===== src/rtl/psum_pkg.sv =====
// psum_pkg
// Shared definitions for the partial-sum writer: FSM state encoding, default
// sizing constants and a counter-width helper.
// No ports (package).
package psum_pkg;

  typedef enum logic [1:0] {
    ST_IDLE  = 2'd0,
    ST_DRAIN = 2'd1,
    ST_FLUSH = 2'd2,
    ST_DONE  = 2'd3
  } psum_state_e;

  localparam int PSUM_BW_DEF  = 16;
  localparam int COL_DEF      = 8;
  localparam int LEN_KIJ_DEF  = 9;
  localparam int LEN_ONIJ_DEF = 16;
  localparam int ADDR_BW_DEF  = 11;

  // Width of a counter that must be able to hold the value n itself.
  function automatic int cnt_width(input int n);
    return $clog2(n + 1);
  endfunction

endpackage


===== src/rtl/psum_addr_gen.sv =====
// psum_addr_gen
// Holds the pass base address and the read/write row counters, and owns the
// registered SRAM address. Base is latched as kij*len_onij on load.
// Ports:
//   clk, reset  : clock, synchronous active-high reset
//   load, kij   : start of an accepted pass and its kernel index
//   rd_inc      : one row popped from the output FIFO this cycle
//   wr_en       : one row written to SRAM this cycle (address registered)
//   rd_cnt      : rows popped so far in this pass
//   wr_cnt      : rows written so far in this pass
//   sram_addr   : registered SRAM address (holds when no write)
module psum_addr_gen
  import psum_pkg::*;
#(
  parameter int len_onij = LEN_ONIJ_DEF,
  parameter int addr_bw  = ADDR_BW_DEF,
  parameter int cnt_w    = cnt_width(len_onij)
) (
  input  logic               clk,
  input  logic               reset,
  input  logic               load,
  input  logic [3:0]         kij,
  input  logic               rd_inc,
  input  logic               wr_en,
  output logic [cnt_w-1:0]   rd_cnt,
  output logic [cnt_w-1:0]   wr_cnt,
  output logic [addr_bw-1:0] sram_addr
);

  logic [addr_bw-1:0] base_q, base_d;
  logic [addr_bw-1:0] sram_addr_q, sram_addr_d;
  logic [cnt_w-1:0]   rd_cnt_q, rd_cnt_d;
  logic [cnt_w-1:0]   wr_cnt_q, wr_cnt_d;

  always_comb begin
    base_d      = base_q;
    rd_cnt_d    = rd_cnt_q;
    wr_cnt_d    = wr_cnt_q;
    sram_addr_d = sram_addr_q;
    if (load) begin
      // Product wraps modulo 2^addr_bw by construction of the operand widths.
      base_d   = addr_bw'(kij) * addr_bw'(len_onij);
      rd_cnt_d = '0;
      wr_cnt_d = '0;
    end else begin
      if (rd_inc) begin
        rd_cnt_d = rd_cnt_q + cnt_w'(1);
      end
      if (wr_en) begin
        sram_addr_d = base_q + addr_bw'(wr_cnt_q);
        wr_cnt_d    = wr_cnt_q + cnt_w'(1);
      end
    end
  end

  always_ff @(posedge clk) begin
    if (reset) begin
      base_q      <= '0;
      rd_cnt_q    <= '0;
      wr_cnt_q    <= '0;
      sram_addr_q <= '0;
    end else begin
      base_q      <= base_d;
      rd_cnt_q    <= rd_cnt_d;
      wr_cnt_q    <= wr_cnt_d;
      sram_addr_q <= sram_addr_d;
    end
  end

  assign rd_cnt    = rd_cnt_q;
  assign wr_cnt    = wr_cnt_q;
  assign sram_addr = sram_addr_q;

endmodule


===== src/rtl/psum_writer.sv =====
// psum_writer
// Drains len_onij rows of column partial sums from the output FIFO into the
// psum SRAM for one kernel position (kij), at base address kij*len_onij.
// Optional build macro: PSUM_WR_PERF_EN adds the stall_cnt output.
// Ports:
//   clk, reset  : clock, synchronous active-high reset
//   start, kij  : one-cycle pass request and its kernel index
//   o_valid     : output FIFO holds at least one row
//   ofifo_data  : FIFO read data, valid the cycle after ofifo_rd
//   ofifo_rd    : registered FIFO pop strobe
//   sram_*      : registered SRAM controls (cen/wen active-low), addr, data
//   busy, done  : pass in progress / one-cycle completion pulse
//   stall_cnt   : (PSUM_WR_PERF_EN) DRAIN cycles spent with o_valid low
//   err         : one-cycle pulse for a start with out-of-range kij
//
// state    | meaning
// ---------+------------------------------------------------------------
// ST_IDLE  | waiting for start; rejects kij >= len_kij with err
// ST_DRAIN | popping rows while o_valid and rd_cnt < len_onij
// ST_FLUSH | all rows popped; waiting for in-flight writes to land
// ST_DONE  | pulses done, returns to idle
module psum_writer
  import psum_pkg::*;
#(
  parameter int psum_bw  = PSUM_BW_DEF,
  parameter int col      = COL_DEF,
  parameter int len_kij  = LEN_KIJ_DEF,
  parameter int len_onij = LEN_ONIJ_DEF,
  parameter int addr_bw  = ADDR_BW_DEF
) (
  input  logic                   clk,
  input  logic                   reset,
  input  logic                   start,
  input  logic [3:0]             kij,
  input  logic                   o_valid,
  input  logic [col*psum_bw-1:0] ofifo_data,
  output logic                   ofifo_rd,
  output logic                   sram_cen,
  output logic                   sram_wen,
  output logic [addr_bw-1:0]     sram_addr,
  output logic [col*psum_bw-1:0] sram_din,
  output logic                   busy,
  output logic                   done,
`ifdef PSUM_WR_PERF_EN
  output logic [15:0]            stall_cnt,
`endif
  output logic                   err
);

  localparam int CNT_W = cnt_width(len_onij);
  localparam int DW    = col * psum_bw;

  psum_state_e state_q, state_d;

  logic          ofifo_rd_q, ofifo_rd_d;
  logic          wr_pend_q, wr_pend_d;
  logic          sram_cen_q, sram_cen_d;
  logic          sram_wen_q, sram_wen_d;
  logic [DW-1:0] sram_din_q, sram_din_d;
  logic          busy_q, busy_d;
  logic          done_q, done_d;
  logic          err_q, err_d;

  logic             kij_ok, start_ok, start_bad;
  logic             rd_more, rd_inc, wr_en;
  logic [CNT_W-1:0] rd_cnt, wr_cnt;

  always_comb begin
    kij_ok    = {28'd0, kij} < 32'(len_kij);
    start_ok  = (state_q == ST_IDLE) && start && kij_ok;
    start_bad = (state_q == ST_IDLE) && start && !kij_ok;
    rd_more   = rd_cnt < CNT_W'(len_onij);
    rd_inc    = (state_q == ST_DRAIN) && o_valid && rd_more;
    // The pop issued last cycle returns its data this cycle.
    wr_en     = wr_pend_q;

    state_d = state_q;
    case (state_q)
      ST_IDLE:  if (start_ok) state_d = ST_DRAIN;
      ST_DRAIN: if (!rd_more) state_d = ST_FLUSH;
      ST_FLUSH: if (wr_cnt == CNT_W'(len_onij)) state_d = ST_DONE;
      ST_DONE:  state_d = ST_IDLE;
      default:  state_d = ST_IDLE;
    endcase

    // The pop decision is made on this cycle's o_valid and presented to the
    // FIFO from the flop on the next cycle.
    ofifo_rd_d = rd_inc;
    wr_pend_d  = ofifo_rd_q;
    sram_cen_d = !wr_en;
    sram_wen_d = !wr_en;
    sram_din_d = wr_en ? ofifo_data : sram_din_q;
    busy_d     = (state_d == ST_DRAIN) || (state_d == ST_FLUSH);
    done_d     = (state_d == ST_DONE);
    err_d      = start_bad;
  end

  always_ff @(posedge clk) begin
    if (reset) begin
      state_q    <= ST_IDLE;
      ofifo_rd_q <= 1'b0;
      wr_pend_q  <= 1'b0;
      sram_cen_q <= 1'b1;
      sram_wen_q <= 1'b1;
      sram_din_q <= '0;
      busy_q     <= 1'b0;
      done_q     <= 1'b0;
      err_q      <= 1'b0;
    end else begin
      state_q    <= state_d;
      ofifo_rd_q <= ofifo_rd_d;
      wr_pend_q  <= wr_pend_d;
      sram_cen_q <= sram_cen_d;
      sram_wen_q <= sram_wen_d;
      sram_din_q <= sram_din_d;
      busy_q     <= busy_d;
      done_q     <= done_d;
      err_q      <= err_d;
    end
  end

  psum_addr_gen #(
    .len_onij (len_onij),
    .addr_bw  (addr_bw),
    .cnt_w    (CNT_W)
  ) u_addr_gen (
    .clk       (clk),
    .reset     (reset),
    .load      (start_ok),
    .kij       (kij),
    .rd_inc    (rd_inc),
    .wr_en     (wr_en),
    .rd_cnt    (rd_cnt),
    .wr_cnt    (wr_cnt),
    .sram_addr (sram_addr)
  );

`ifdef PSUM_WR_PERF_EN
  logic [15:0] stall_cnt_q, stall_cnt_d;

  always_comb begin
    stall_cnt_d = stall_cnt_q;
    if (start_ok) begin
      stall_cnt_d = '0;
    end else if ((state_q == ST_DRAIN) && !o_valid && (stall_cnt_q != 16'hFFFF)) begin
      stall_cnt_d = stall_cnt_q + 16'd1;
    end
  end

  always_ff @(posedge clk) begin
    if (reset) begin
      stall_cnt_q <= '0;
    end else begin
      stall_cnt_q <= stall_cnt_d;
    end
  end

  assign stall_cnt = stall_cnt_q;
`endif

  assign ofifo_rd = ofifo_rd_q;
  assign sram_cen = sram_cen_q;
  assign sram_wen = sram_wen_q;
  assign sram_din = sram_din_q;
  assign busy     = busy_q;
  assign done     = done_q;
  assign err      = err_q;

endmodule


===== config.mk =====
export PLATFORM = sky130hd
export DESIGN_NAME = psum_writer
export DESIGN_NICKNAME = d
export VERILOG_FILES = /design/src/rtl/psum_pkg.sv /design/src/rtl/psum_addr_gen.sv /design/src/rtl/psum_writer.sv
export SDC_FILE = /design/constraint.sdc
export NUM_CORES = 1
export LEC_CHECK = 0
export CAP_MARGIN = 20
export CELL_PAD_IN_SITES_DETAIL_PLACEMENT = 0
export CELL_PAD_IN_SITES_GLOBAL_PLACEMENT = 1
export CORE_ASPECT_RATIO = 1.75
export CORE_MARGIN = 1
export CORE_UTILIZATION = 33
export CTS_CLUSTER_SIZE = 20
export DETAILED_ROUTE_END_ITERATION = 10
export PLACE_DENSITY = 0.9
export SETUP_SLACK_MARGIN = 0.4
export SLEW_MARGIN = 10
export SYNTH_ARGS = -nofsm -noshare
export SYNTH_HDL_FRONTEND = slang
export SYNTH_HIERARCHICAL = 1
export SYNTH_SLANG_ARGS = --single-unit

===== constraint.sdc =====
create_clock -name clk -period 2.9 [get_ports clk]
set_clock_uncertainty 0.05 [all_clocks]
set_input_delay 0.29 -clock clk [delete_from_list [all_inputs] [get_ports clk]]
set_output_delay 0.29 -clock clk [all_outputs]
set_load 0.005 [all_outputs]

==> results.md <==
STA:
- The achievable frequency is 539 MHz.
- Hold timing on the final database bottoms out at a slack of 0.186 ns.
- The final-report max-slew violation count was 0.
- Setup repair after global routing left no endpoint under its margin.
- The number of endpoints with negative hold slack in the final report came to 0.
- The number of endpoints failing setup at the final stage is 0.
- The aggregate negative setup slack is 0 ns.
- After layout, the worst setup slack is 1.05 ns.
- Dividing the final minimum period by the clock period gives 0.639.
- The final critical path time including I/O delays and setup is 1.85 ns.

Clock network:
- The clock sink count is 159.
- In this run the number of H-tree levels came out at 4.
- At the later pin of the worst-skew pair, clock insertion delay measures 0.42 ns.
- The total setup buffers inserted after CTS is 0.
- The cell sitting at the root of the clock tree is a sky130_fd_sc_hd__clkbuf_16.
- The number of hold buffers added after CTS was 0.
- Clock-pin slew was measured on the worst setup and hold paths at 0.06 ns.
- TritonCTS built the clock tree.
- No sink is reached through more buffers than the 2 on the longest clock path.
- The post-cts repair resize count is 0.
- In this run, CTS created clock tree buffers numbering 17.

Placement:
- Before CTS, the worst setup slack after placement is 0.604 ns.
- The final weighted congestion of routability-driven global placement is 0.748.
- Summed over all nets, the half-perimeter wirelength after detailed placement is 10900 microns.
- The area after detailed placement is 8690 sq um.
- Port buffering added 278 buffers.

GRT:
- For this run, global-route usage on met2 was measured as 0.296.
- The met3 routing resource usage after global routing is 0.0530.
- The global routing stage identified its most utilized layer as met2.
- The fraction of met1 tracks used by global routing is 0.163.
- The global-route wire length before repair is 22200 microns.
- The number of antenna violations at the first check in global routing is 0.
- The sum of overflow across all layers after global routing is 0.
- The via count of the first global-routing pass came to 4246.
- The global routing usage summed across all routing layers is 0.160.
- Entering global routing, the biggest net connects 88 pins.

Synth:
- The mean instance size in the synthesized netlist is 10.8 sq um.
- After synthesis the cells add up to 5920 sq um.
- The most area-hungry cell type in the Yosys netlist is sky130_fd_sc_hd__dfxtp_1.
- Synthesis produced a netlist whose cell count is 547.
- The number of flip-flops and latches in the synthesized netlist is 159.
- The count of warnings emitted by yosys is 6.
- In the post-synthesis netlist, the biggest area contributors are sky130_fd_sc_hd__dfxtp_1 (54%), sky130_fd_sc_hd__mux2i_1 (23%), sky130_fd_sc_hd__nor2_1 (9.3%), sky130_fd_sc_hd__buf_12 (3.7%), sky130_fd_sc_hd__ha_1 (1.1%).
- Of the synthesized area, sequential elements account for 0.537.
- Of the post-synthesis cell area, the dominant cell type holds 0.537.
- The post-synthesis cell type count is 29.

Worst setup path:
- The kind of end point of the critical path is a flip-flop.
- The total buffers and inverters traversed by the critical path is 2.
- The signal on the critical path passes through clkdlybuf4s50_1, nor3_1, nand2b_1, nor2b_1, buf_4, nand2b_1, nand2_1, a21oi_1.
- The kind of critical path is in2reg.
- The cell that appears most often on the critical path is sky130_fd_sc_hd__nand2b_1.
- The worst setup path is launched from an input port.
- In this run the worst path has a maximum fanout of 7.
- The count of cells along the worst register-to-register path is 3.
- The slowest cell on the critical path is sky130_fd_sc_hd__clkdlybuf4s50_1.
- The cell family contributing the most delay on the critical path is simple AND/OR/NAND/NOR gates.
- The required time of the critical path is 3.19 ns.
- The largest stage delay on the critical path is 0.43 ns.
- For the worst setup path, the data arrival time is 2.15 ns.
- The total number of cells along the worst setup path is 8.

Status:
- The flow ran to the end, and the final reports show no timing, DRC or antenna violations.

Power:
- The peak supply drop is 0.345 mV.
- The power per cell area is 500 nW/um^2.
- The static power due to leakage is 3.21 nW.

Routing:
- In this run the remaining antenna-violating nets after routing total 0.
- The DRC violation count after routing is 0.
- Dividing the detail-routed via count by the number of cells gives 4.42.
- The wire length per cell is 14.4 microns.
- Before antenna repair, the detailed router went through 4 iterations.
- The final wirelength is 15200 microns.
- The final route contains 4663 vias.
- The first routing iteration left 60 violations.

Finish:
- In the final layout, flip-flops and latches occupy 3190 sq um.
- The top cell types in the final layout, fill and taps aside, are sky130_fd_sc_hd__clkdlybuf4s50_1 (277), sky130_fd_sc_hd__dfxtp_1 (158), sky130_fd_sc_hd__nor2_1 (146).
- From synthesis to final layout, the design area changed by 55.4%.
- The count of filler cells inserted in the layout is 1548.
- The share of cells above drive strength 1 is 0.0473.
- The final net count is 953.
- In the final layout, the multi-input gates occupy 2360 sq um.
- The post-route standard cell area excluding fillers is 9200 sq um.
- Leaving out fill and tap cells, the most frequent cell in the layout is sky130_fd_sc_hd__clkdlybuf4s50_1.
- The repair_antennas step left the layout with diodes totalling 0.

Floorplan:
- The number of top-level design ports is 281.
- The floorplan die area is 18500 sq um.
- The core region is 17500 sq um.
- Measured along the x axis, the die boundary spans 103 microns.
- The initial standard-cell utilization of the core is 0.338.
- Measured along the y axis, the die boundary spans 179 microns.
- After floorplanning, the core was divided into 64 placement rows.

Min path:
- The number of cells on the worst hold path is 2.
- In this run the worst hold path is classified as in2reg.

Job:
- The tool flagged a number of max-cap violations equal to 0.
## path summary, 6_finish.rpt
| check | slack, ns | startpoint | end |
|---|---|---|---|
| setup / recovery | 1.05 | kij[2] | u_addr_gen/sram_addr[0] |
| hold / removal | 0.19 | reset | u_addr_gen/base_q[5] |
| setup reg to reg | 1.32 | wr_en | sram_din[51] |
| hold reg to reg | 0.40 | u_addr_gen/sram_addr[5] | u_addr_gen/sram_addr[5] |
## cells by family after synthesis
logic type | after synthesis | share of synthesized area
buf+inv | 38 | 0.0653
simple gates | 187 | 0.130
mux | 134 | 0.226
compound gates | 13 | 0.0150
fa+ha+maj | 5 | 0.0106
flops | 159 | 0.537
other cells | 1 | 0.000633
xor+xnor | 10 | 0.0148
## power breakdown
group | internal (W) | switching [W]
Sequential | 0.00222 | 0.0000205
Clock | 0.00110 | 0.000883
Combinational | 0.000254 | 0.000123
## synthesized netlist by cell type
cell type and count:
sky130_fd_sc_hd__a211oi_2 1, sky130_fd_sc_hd__clkbuf_1 14, sky130_fd_sc_hd__buf_4 8, sky130_fd_sc_hd__and3b_1 1, sky130_fd_sc_hd__nor2_1 146, sky130_fd_sc_hd__buf_8 1
sky130_fd_sc_hd__buf_2 1, sky130_fd_sc_hd__a21oi_1 8, sky130_fd_sc_hd__nor3_1 3, sky130_fd_sc_hd__a31oi_1 1, sky130_fd_sc_hd__nand2b_1 3, sky130_fd_sc_hd__a21o_1 1
sky130_fd_sc_hd__a2111oi_2 1, sky130_fd_sc_hd__conb_1 1, sky130_fd_sc_hd__nor4_1 1, sky130_fd_sc_hd__buf_6 3, sky130_fd_sc_hd__nand3_1 1, sky130_fd_sc_hd__dfxtp_1 159
sky130_fd_sc_hd__xnor2_1 3, sky130_fd_sc_hd__buf_12 11, sky130_fd_sc_hd__xor2_1 7, sky130_fd_sc_hd__nor2b_1 9, sky130_fd_sc_hd__ha_1 5, sky130_fd_sc_hd__nand4_1 5
sky130_fd_sc_hd__nand2_1 16, sky130_fd_sc_hd__a211oi_1 1, sky130_fd_sc_hd__nor2b_4 1, sky130_fd_sc_hd__or2_1 1, sky130_fd_sc_hd__mux2i_1 134
## routing by layer
| metal | routed length (microns) | part of all wire |
|---|---|---|
| met1 | 5600 | 0.37 |
| met3 | 1160 | 0.076 |
| met4 | 238 | 0.016 |
| met5 | 0 | 0 |
| met2 | 8230 | 0.54 |
## final cells by class
cell class / count / area share
Multi-Input combinational cell: 351 / 0.256
Clock buffer: 20 / 0.0485
Sequential cell: 159 / 0.346
Tap cell: 231 / 0.0314
Clock inverter: 11 / 0.00734
Timing Repair Buffer: 283 / 0.310
## state kept, by name (all words and copies together) (netlist names)
signal                count
sram_din                128
ofifo_rd                  1
err                       1
u_addr_gen/rd_cnt         5
sram_wen                  1
done                      1
busy                      1
u_addr_gen/sram_addr      9
state_q                   2
wr_en                     1
u_addr_gen/base_q         4
u_addr_gen/wr_cnt         5
## worst register-to-register path: cells and delay by family, from the launching register on
kind	cells	cell delay [ns]
AND/OR/NAND/NOR	1	0.05
multiplexers	1	0.33
flip-flops	1	0.59
buffers and inverters	1	0.44
## stage by stage
stage	cells	util	power, W
after floorplan	548	-	0.00242
after global placement	1024	0.495	0.00266
after detailed placement	1024	0.495	0.00267
after CTS	1055	0.525	0.00468
after global routing	1055	0.525	0.00480
final	1055	0.525	0.00460
(Power assumes the default switching activity.)
